===== src/rtl/fetch_stage.sv =====
// RV32 instruction-fetch stage with PC register and IF/ID pipeline register.
// Optional macro FETCH_MISALIGN_CHECK_EN adds misalign_f and bubbles misaligned fetches.
module fetch_stage #(
    parameter int unsigned      Width     = 32,
    parameter logic [Width-1:0] RESET_PC  = '0,
    parameter logic [Width-1:0] NOP_INSTR = Width'(32'h0000_0013)
) (
    input  logic             clk,
    input  logic             rst_n,
    input  logic             stall_f,
    input  logic             stall_d,
    input  logic             flush_d,
    input  logic             pc_src_e,
    input  logic [Width-1:0] pc_target_e,
    output logic [Width-1:0] imem_addr,
    input  logic [Width-1:0] imem_rd,
    output logic [Width-1:0] pc_f,
    output logic [Width-1:0] instr_d,
    output logic [Width-1:0] pc_d,
    output logic [Width-1:0] pc_plus4_d,
    output logic             valid_d
`ifdef FETCH_MISALIGN_CHECK_EN
    ,
    output logic             misalign_f
`endif
);

    logic [Width-1:0] pc_f_q, pc_f_d;
    logic [Width-1:0] instr_d_q, instr_d_d;
    logic [Width-1:0] pc_d_q, pc_d_d;
    logic [Width-1:0] pc4_d_q, pc4_d_d;
    logic             valid_d_q, valid_d_d;
    logic [Width-1:0] pc_plus4_f;
    logic [Width-1:0] pc_next;
    logic             bubble_f;

    assign pc_plus4_f = pc_f_q + Width'(4);
    assign pc_next    = pc_src_e ? pc_target_e : pc_plus4_f;

`ifdef FETCH_MISALIGN_CHECK_EN
    logic mis_q, mis_d;

    always_comb begin
        mis_d = mis_q;
        if (pc_src_e) mis_d = (pc_target_e[1:0] != 2'b00);
    end

    always_ff @(posedge clk) begin
        if (!rst_n) mis_q <= 1'b0;
        else        mis_q <= mis_d;
    end

    assign bubble_f   = mis_q;
    assign misalign_f = mis_q;
`else
    assign bubble_f = 1'b0;
`endif

    // A redirect must never be lost, so it outranks stall_f.
    always_comb begin
        pc_f_d = pc_f_q;
        if (pc_src_e || !stall_f) pc_f_d = pc_next;
    end

    always_comb begin
        instr_d_d = instr_d_q;
        pc_d_d    = pc_d_q;
        pc4_d_d   = pc4_d_q;
        valid_d_d = valid_d_q;
        if (flush_d || (!stall_d && bubble_f)) begin
            instr_d_d = NOP_INSTR;
            pc_d_d    = '0;
            pc4_d_d   = '0;
            valid_d_d = 1'b0;
        end else if (!stall_d) begin
            instr_d_d = imem_rd;
            pc_d_d    = pc_f_q;
            pc4_d_d   = pc_plus4_f;
            valid_d_d = 1'b1;
        end
    end

    always_ff @(posedge clk) begin
        if (!rst_n) begin
            pc_f_q    <= RESET_PC;
            instr_d_q <= NOP_INSTR;
            pc_d_q    <= '0;
            pc4_d_q   <= '0;
            valid_d_q <= 1'b0;
        end else begin
            pc_f_q    <= pc_f_d;
            instr_d_q <= instr_d_d;
            pc_d_q    <= pc_d_d;
            pc4_d_q   <= pc4_d_d;
            valid_d_q <= valid_d_d;
        end
    end

    assign pc_f       = pc_f_q;
    assign imem_addr  = pc_f_q;
    assign instr_d    = instr_d_q;
    assign pc_d       = pc_d_q;
    assign pc_plus4_d = pc4_d_q;
    assign valid_d    = valid_d_q;

endmodule


===== config.mk =====
export PLATFORM = sky130hd
export DESIGN_NAME = fetch_stage
export DESIGN_NICKNAME = d
export VERILOG_FILES = /design/src/rtl/fetch_stage.sv
export SDC_FILE = /design/constraint.sdc
export NUM_CORES = 1
export LEC_CHECK = 0
export BUFFER_PORTS_ARGS = -buffer_cell sky130_fd_sc_hd__buf_4
export CAP_MARGIN = 25
export CORE_MARGIN = 5
export CORE_UTILIZATION = 35
export CTS_BUF_LIST = sky130_fd_sc_hd__clkbuf_16
export DETAILED_ROUTE_END_ITERATION = 8
export GPL_ROUTABILITY_DRIVEN = 0
export SLEW_MARGIN = 20
export SYNTH_ARGS = -nofsm -noshare
export SYNTH_HDL_FRONTEND = slang
export SYNTH_SLANG_ARGS = --single-unit

===== constraint.sdc =====
create_clock -name clk -period 3.6 [get_ports clk]
set_input_delay 0.72 -clock clk [delete_from_list [all_inputs] [get_ports clk]]
set_output_delay 0.72 -clock clk [all_outputs]
set_load 0.01 [all_outputs]

# After elaboration in Yosys (flattened, before gate mapping)
# Index checks and enable logic that the tools add are counted.
[word_totals]
register_bits = 129
wordCells = 11
out_inout_bits = 161
[op_classes]
reduce_logical = 3
bitwise_logic = 1
mux = 1
add_sub_neg = 1
[op_table]
columns = ["op", "count"]
rows = [
  ["$add 32x3->32 const B", 1],
  ["$mux 32", 1],
  ["$reduce_or 2->1", 1],
  ["$logic_not 1->1", 1],
  ["$logic_or 1x1->1", 1],
  ["$not 1->1", 1],
]

# Logic depth before layout (Yosys ltp)
[logic_depth]
ltp_word = 2
ltp_mapped = 7
mapped_depth_nobuf = 6

# Least setup slack after synthesis
# OpenSTA, ideal clock, no wires.
[synth_timing]
path_kind = "register to register"
from = "reg pc_f_q[2] (netlist: imem_addr[2])"
to = "reg pc_f_q[18] (netlist: imem_addr[18])"
slack_ps = 1666
setup_time_ps = 116
path_stages_with_launch = 8
arrival_time_ps = 1817
cell_sequence = "dfxtp_1 > ha_1 > nand3_1 > buf_2 > nor3_4 > nand2_1 > xnor2_1 > o211a_1"
[synth_between]
elab_chain_cells = 2
[synth_rtl]
columns = ["element", "line", "text"]
rows = [
  ["from (decl)", "28", "logic [Width-1:0] pc_f_q, pc_f_d;"],
  ["from (signal assigned)", "91", "pc_f_q <= pc_f_d;"],
  ["$add 32x3->32", "37", "assign pc_plus4_f = pc_f_q + Width'(4);"],
  ["$mux 32", "38", "assign pc_next = pc_src_e ? pc_target_e : pc_plus4_f;"],
]
# Every way passes these cells.
# A chain may end at the register's enable or synchronous reset.

# Worst setup path after layout
[layout_timing]
from = "reg pc_f_q[2] (netlist: imem_addr[2])"
to = "reg pc4_d_q[30] (netlist: pc_plus4_d[30])"
[layout_between]
elab_chain_cells = 1
[layout_rtl]
columns = ["element", "line", "text"]
rows = [
  ["$add 32x3->32", "37", ""],
  ["to (signal assigned)", "94", "pc4_d_q <= pc4_d_d;"],
  ["to (decl)", "31", "logic [Width-1:0] pc4_d_q, pc4_d_d;"],
]
# Every way passes these cells.

==> metrics.json <==
{
  "status": {"value": "completed"},
  "cts-buffers-inserted": {"value": 17},
  "ctsLongestPathBuffers": {"value": 2},
  "port_buffers": {"value": 230},
  "finalSetupTns": {"value": 0, "unit": "ps"},
  "crit_arrival": {"value": 2790, "unit": "ps"},
  "clock_sinks": {"value": 127},
  "pin_slew_with_the_least_headroom_to_its_limit": {"value": 875.3, "unit": "ps"},
  "crit_slowest_cell": {"value": "sky130_fd_sc_hd__nor4_4"},
  "leakage": {"value": 3.538, "unit": "nW"},
  "finalCriticalPeriod": {"value": 2444, "unit": "ps"},
  "highest_attainable_clock_frequency": {"value": 0.4092, "unit": "GHz"},
  "met2_usage": {"value": 30.53, "unit": "%"},
  "grt_pass1_wl": {"value": 26.12, "unit": "mm"},
  "most_area_hungry_cell_type_in_the_yosys_netlist": {"value": "sky130_fd_sc_hd__dfxtp_1"},
  "wl_per_cell": {"value": 16.74, "unit": "microns"},
  "critical-path-top-delay-family": {"value": "simple AND/OR/NAND/NOR gates"},
  "post-route-util": {"value": 48.84, "unit": "%"},
  "synth-adder-area-share": {"value": 0.2185, "unit": "%"},
  "grt_overflow_total": {"value": 0},
  "post_cts.repair.setup_buffers": {"value": 0},
  "power_per_cell_area": {"value": 448.3, "unit": "nW/um^2"},
  "fin_total_pwr": {"value": 0.003491, "unit": "W"},
  "worstHoldPathType": {"value": "flop to flop"},
  "grt_antenna_before_repair": {"value": 2},
  "p_clk_share": {"value": 43.5, "unit": "%"},
  "synth_register_bits": {"value": 127},
  "ioPinCount": {"value": 231},
  "die_h": {"value": 137.9, "unit": "microns"},
  "cellInternalPower": {"value": 0.002601, "unit": "W"},
  "drt-total-wl": {"value": 17.18, "unit": "mm"},
  "critical_path_required": {"value": 3950, "unit": "ps"},
  "first_global_vias": {"value": 4936},
  "relSlewSlack": {"value": 41.65, "unit": "%"},
  "dominant_combinational_cell_family_by_area_after_synthesis": {"value": "simple AND/OR/NAND/NOR gates"},
  "area.growth.synth_to_final": {"value": 35.96, "unit": "%"},
  "avgSynthCellArea": {"value": 9.033, "unit": "sq um"},
  "share_of_the_yosys_chip_area_belonging_to_registers": {"value": 44.40, "unit": "%"},
  "tritoncts_clock_tree": {"value": "yes"},
  "grt.met3_usage": {"value": 4.136, "unit": "%"},
  "diodes": {"value": 0},
  "drt_iter0_drc": {"value": 191},
  "place.detailed.hpwl": {"value": 12.46, "unit": "mm"},
  "cts_root_buffer": {"value": "sky130_fd_sc_hd__clkbuf_16"},
  "period_share": {"value": 67.88, "unit": "%"},
  "synth_area": {"value": 5727, "unit": "sq um"},
  "grt.total_usage": {"value": 17.79, "unit": "%"},
  "ctsHoldBuffers": {"value": 0},
  "muxShareOfSynthArea": {"value": 12.76, "unit": "%"},
  "critical_path_buf_inv_count": {"value": 0},
  "final_net_count": {"value": 869},
  "grt_most_used_layer": {"value": "met2"},
  "reg_clk_slew_reported_paths": {"value": 50, "unit": "ps"},
  "fin_clk_skew": {"value": 8.470, "unit": "ps"},
  "leading_cell_types_in_the_layout_fill_and_taps_excluded": {"value": "233 x sky130_fd_sc_hd__buf_4, 127 x sky130_fd_sc_hd__dfxtp_1, 88 x sky130_fd_sc_hd__nor2_1, 73 x sky130_fd_sc_hd__mux2i_1, 52 x sky130_fd_sc_hd__o21ai_0"},
  "drt_pass1_iterations": {"value": 4},
  "design.die.area": {"value": 19020, "unit": "sq um"},
  "final_layout_size_suffix_gt1_share": {"value": 33.09, "unit": "%"},
  "synthXorXnorAreaFrac": {"value": 8.412, "unit": "%"},
  "timing.setup.critical_path_class": {"value": "flop to flop"},
  "routed_via_density": {"value": 4.795},
  "rsz0062_at_grt": {"value": "false"},
  "ys.warnings.count": {"value": 0},
  "worstSetupEndpointType": {"value": "flop"},
  "postSynthCellCount": {"value": 634},
  "net-switching-power": {"value": 0.0008900, "unit": "W"},
  "synth_top_cell_area_share": {"value": 44.40, "unit": "%"},
  "synth_top_cells_by_area": {"value": "sky130_fd_sc_hd__dfxtp_1 44%, sky130_fd_sc_hd__mux2i_1 13%, sky130_fd_sc_hd__nor2_1 5.8%, sky130_fd_sc_hd__xor2_1 5.5%, sky130_fd_sc_hd__buf_4 4.9%"},
  "power.switching_fraction": {"value": 25.50, "unit": "%"},
  "timing_hold_violations_final": {"value": 0},
  "report.final.setup_viol": {"value": 0},
  "number_of_remaining_drc_errors": {"value": 0},
  "synth_simple_gate_area_share": {"value": 16.39, "unit": "%"},
  "core_area": {"value": 15940, "unit": "sq um"},
  "clock_insertion_delay_worst_skew": {"value": 420, "unit": "ps"},
  "power.sequential.fraction": {"value": 44.4, "unit": "%"},
  "max-vdd-ir-drop": {"value": 0.0003239, "unit": "V"},
  "share_of_the_synthesized_area_in_compound_gates_ao_oa_aoi_oai": {"value": 8.936, "unit": "%"},
  "drt.antenna.violating_nets": {"value": 0},
  "cap_viol_max_count": {"value": 0},
  "fp.dieW": {"value": 137.9, "unit": "microns"},
  "report.final.slew_viol_count": {"value": 0},
  "start_kind": {"value": "flop"},
  "comb_power_share": {"value": 12.1, "unit": "%"},
  "path_max_fanout": {"value": 11},
  "post_cts_resized": {"value": 0},
  "synth_cell_type_count": {"value": 34},
  "fp-row-count": {"value": 46},
  "floorplan.initialDensity": {"value": 35.92, "unit": "%"},
  "met1_usage": {"value": 21.05, "unit": "%"},
  "critical_path.max_stage_delay": {"value": 640, "unit": "ps"},
  "crit_chain": {"value": "ha_1 -> nand3_1 -> nor4_4 -> nand4_1 -> xor2_1 -> a21oi_1"},
  "layout.cells.most_common": {"value": "sky130_fd_sc_hd__buf_4"},
  "detailroute.via_count": {"value": 4920},
  "synthesis.nets": {"value": 705},
  "ctsHtreeMaxLevel": {"value": 4},
  "grt_max_degree": {"value": 52}
}
cells by family after synthesis:
family | Yosys count
AO/OA/AOI/OAI | 101
XOR/XNOR | 55
adder cells (fa/ha/maj) | 1
buffers and inverters | 93
flip-flops | 127
multiplexers | 73
AND/OR/NAND/NOR | 184
per-layer routing:
layer	vias to the layer above	part of all wire, %
met5	-	0.18
met4	4	2.2
met3	30	5.3
met2	125	50
met1	2326	42
li1	2435	-
state kept, by name, summed over array words and instances (netlist names):
signal / cells
imem_addr: 32
instr_d: 32
pc_d: 32
pc_plus4_d: 30
valid_d: 1
worst reg2reg max path: cells and delay by family, from the launching register on:
| family | cells | cell delay, ps |
|---|---|---|
| compound gates | 1 | 150 |
| xor+xnor | 1 | 170 |
| fa+ha+maj | 1 | 270 |
| flops | 1 | 520 |
| simple gates | 3 | 1270 |
stage by stage:
step | hold slack [ps] | worst slack (ps) | instances | area [sq um]
global placement | 440.7 | 1212 | 995 | 7274
CTS | 461.9 | 1138 | 1026 | 7786
floorplan | 474.0 | 1666 | 634 | 5727
finish | 460.2 | 1156 | 1026 | 7786
detailed placement | 455.4 | 1154 | 995 | 7274
global route | 505.2 | 958.1 | 1026 | 7786
path summary, 6_finish.rpt:
kind / endpoint / cells past startpoint / slack [ps] / start
min: valid_d / 2 / 460 / valid_d
max reg2reg: pc_plus4_d[30] / 6 / 1160 / imem_addr[2]
max: pc_plus4_d[30] / 6 / 1160 / imem_addr[2]
min reg2reg: valid_d / 2 / 460 / valid_d
synth_stat cells (all sizes together):
library cell and n:
nor2b 5, and4 1, nor4 5, inv 4
nand3b 2, xnor2 19, xor2 36, o21ai 52
clkbuf 38, nand2b 3, a31oi 1, nand4 18
dfxtp 127, and3 3, nor2 88, a21oi 47
nand2 29, nor3 9, mux2i 73, buf 51
and2 6, nand3 14, or3 1, ha 1
o211a 1
cell type report:
cell class | count | area, sq um
Clock buffer | 17 | 425.4
Clock inverter | 14 | 86.33
Fill cell | 1589 | 8157
Inverter | 4 | 15.01
Multi-Input combinational cell | 414 | 2678
Sequential cell | 127 | 2542
Tap cell | 216 | 270.3
Timing Repair Buffer | 234 | 1769
power groups by stage:
stage	combinational, W	sequential, W	clock [W]
after floorplan	0.000246	0.00156	0
after detailed placement	0.000427	0.00158	0
final	0.000421	0.00155	0.00152
after CTS	0.000429	0.00155	0.00156
after global routing	0.000462	0.00156	0.00161
after global placement	0.000422	0.00158	0
Note: power is estimated with default switching activity, not from simulation.
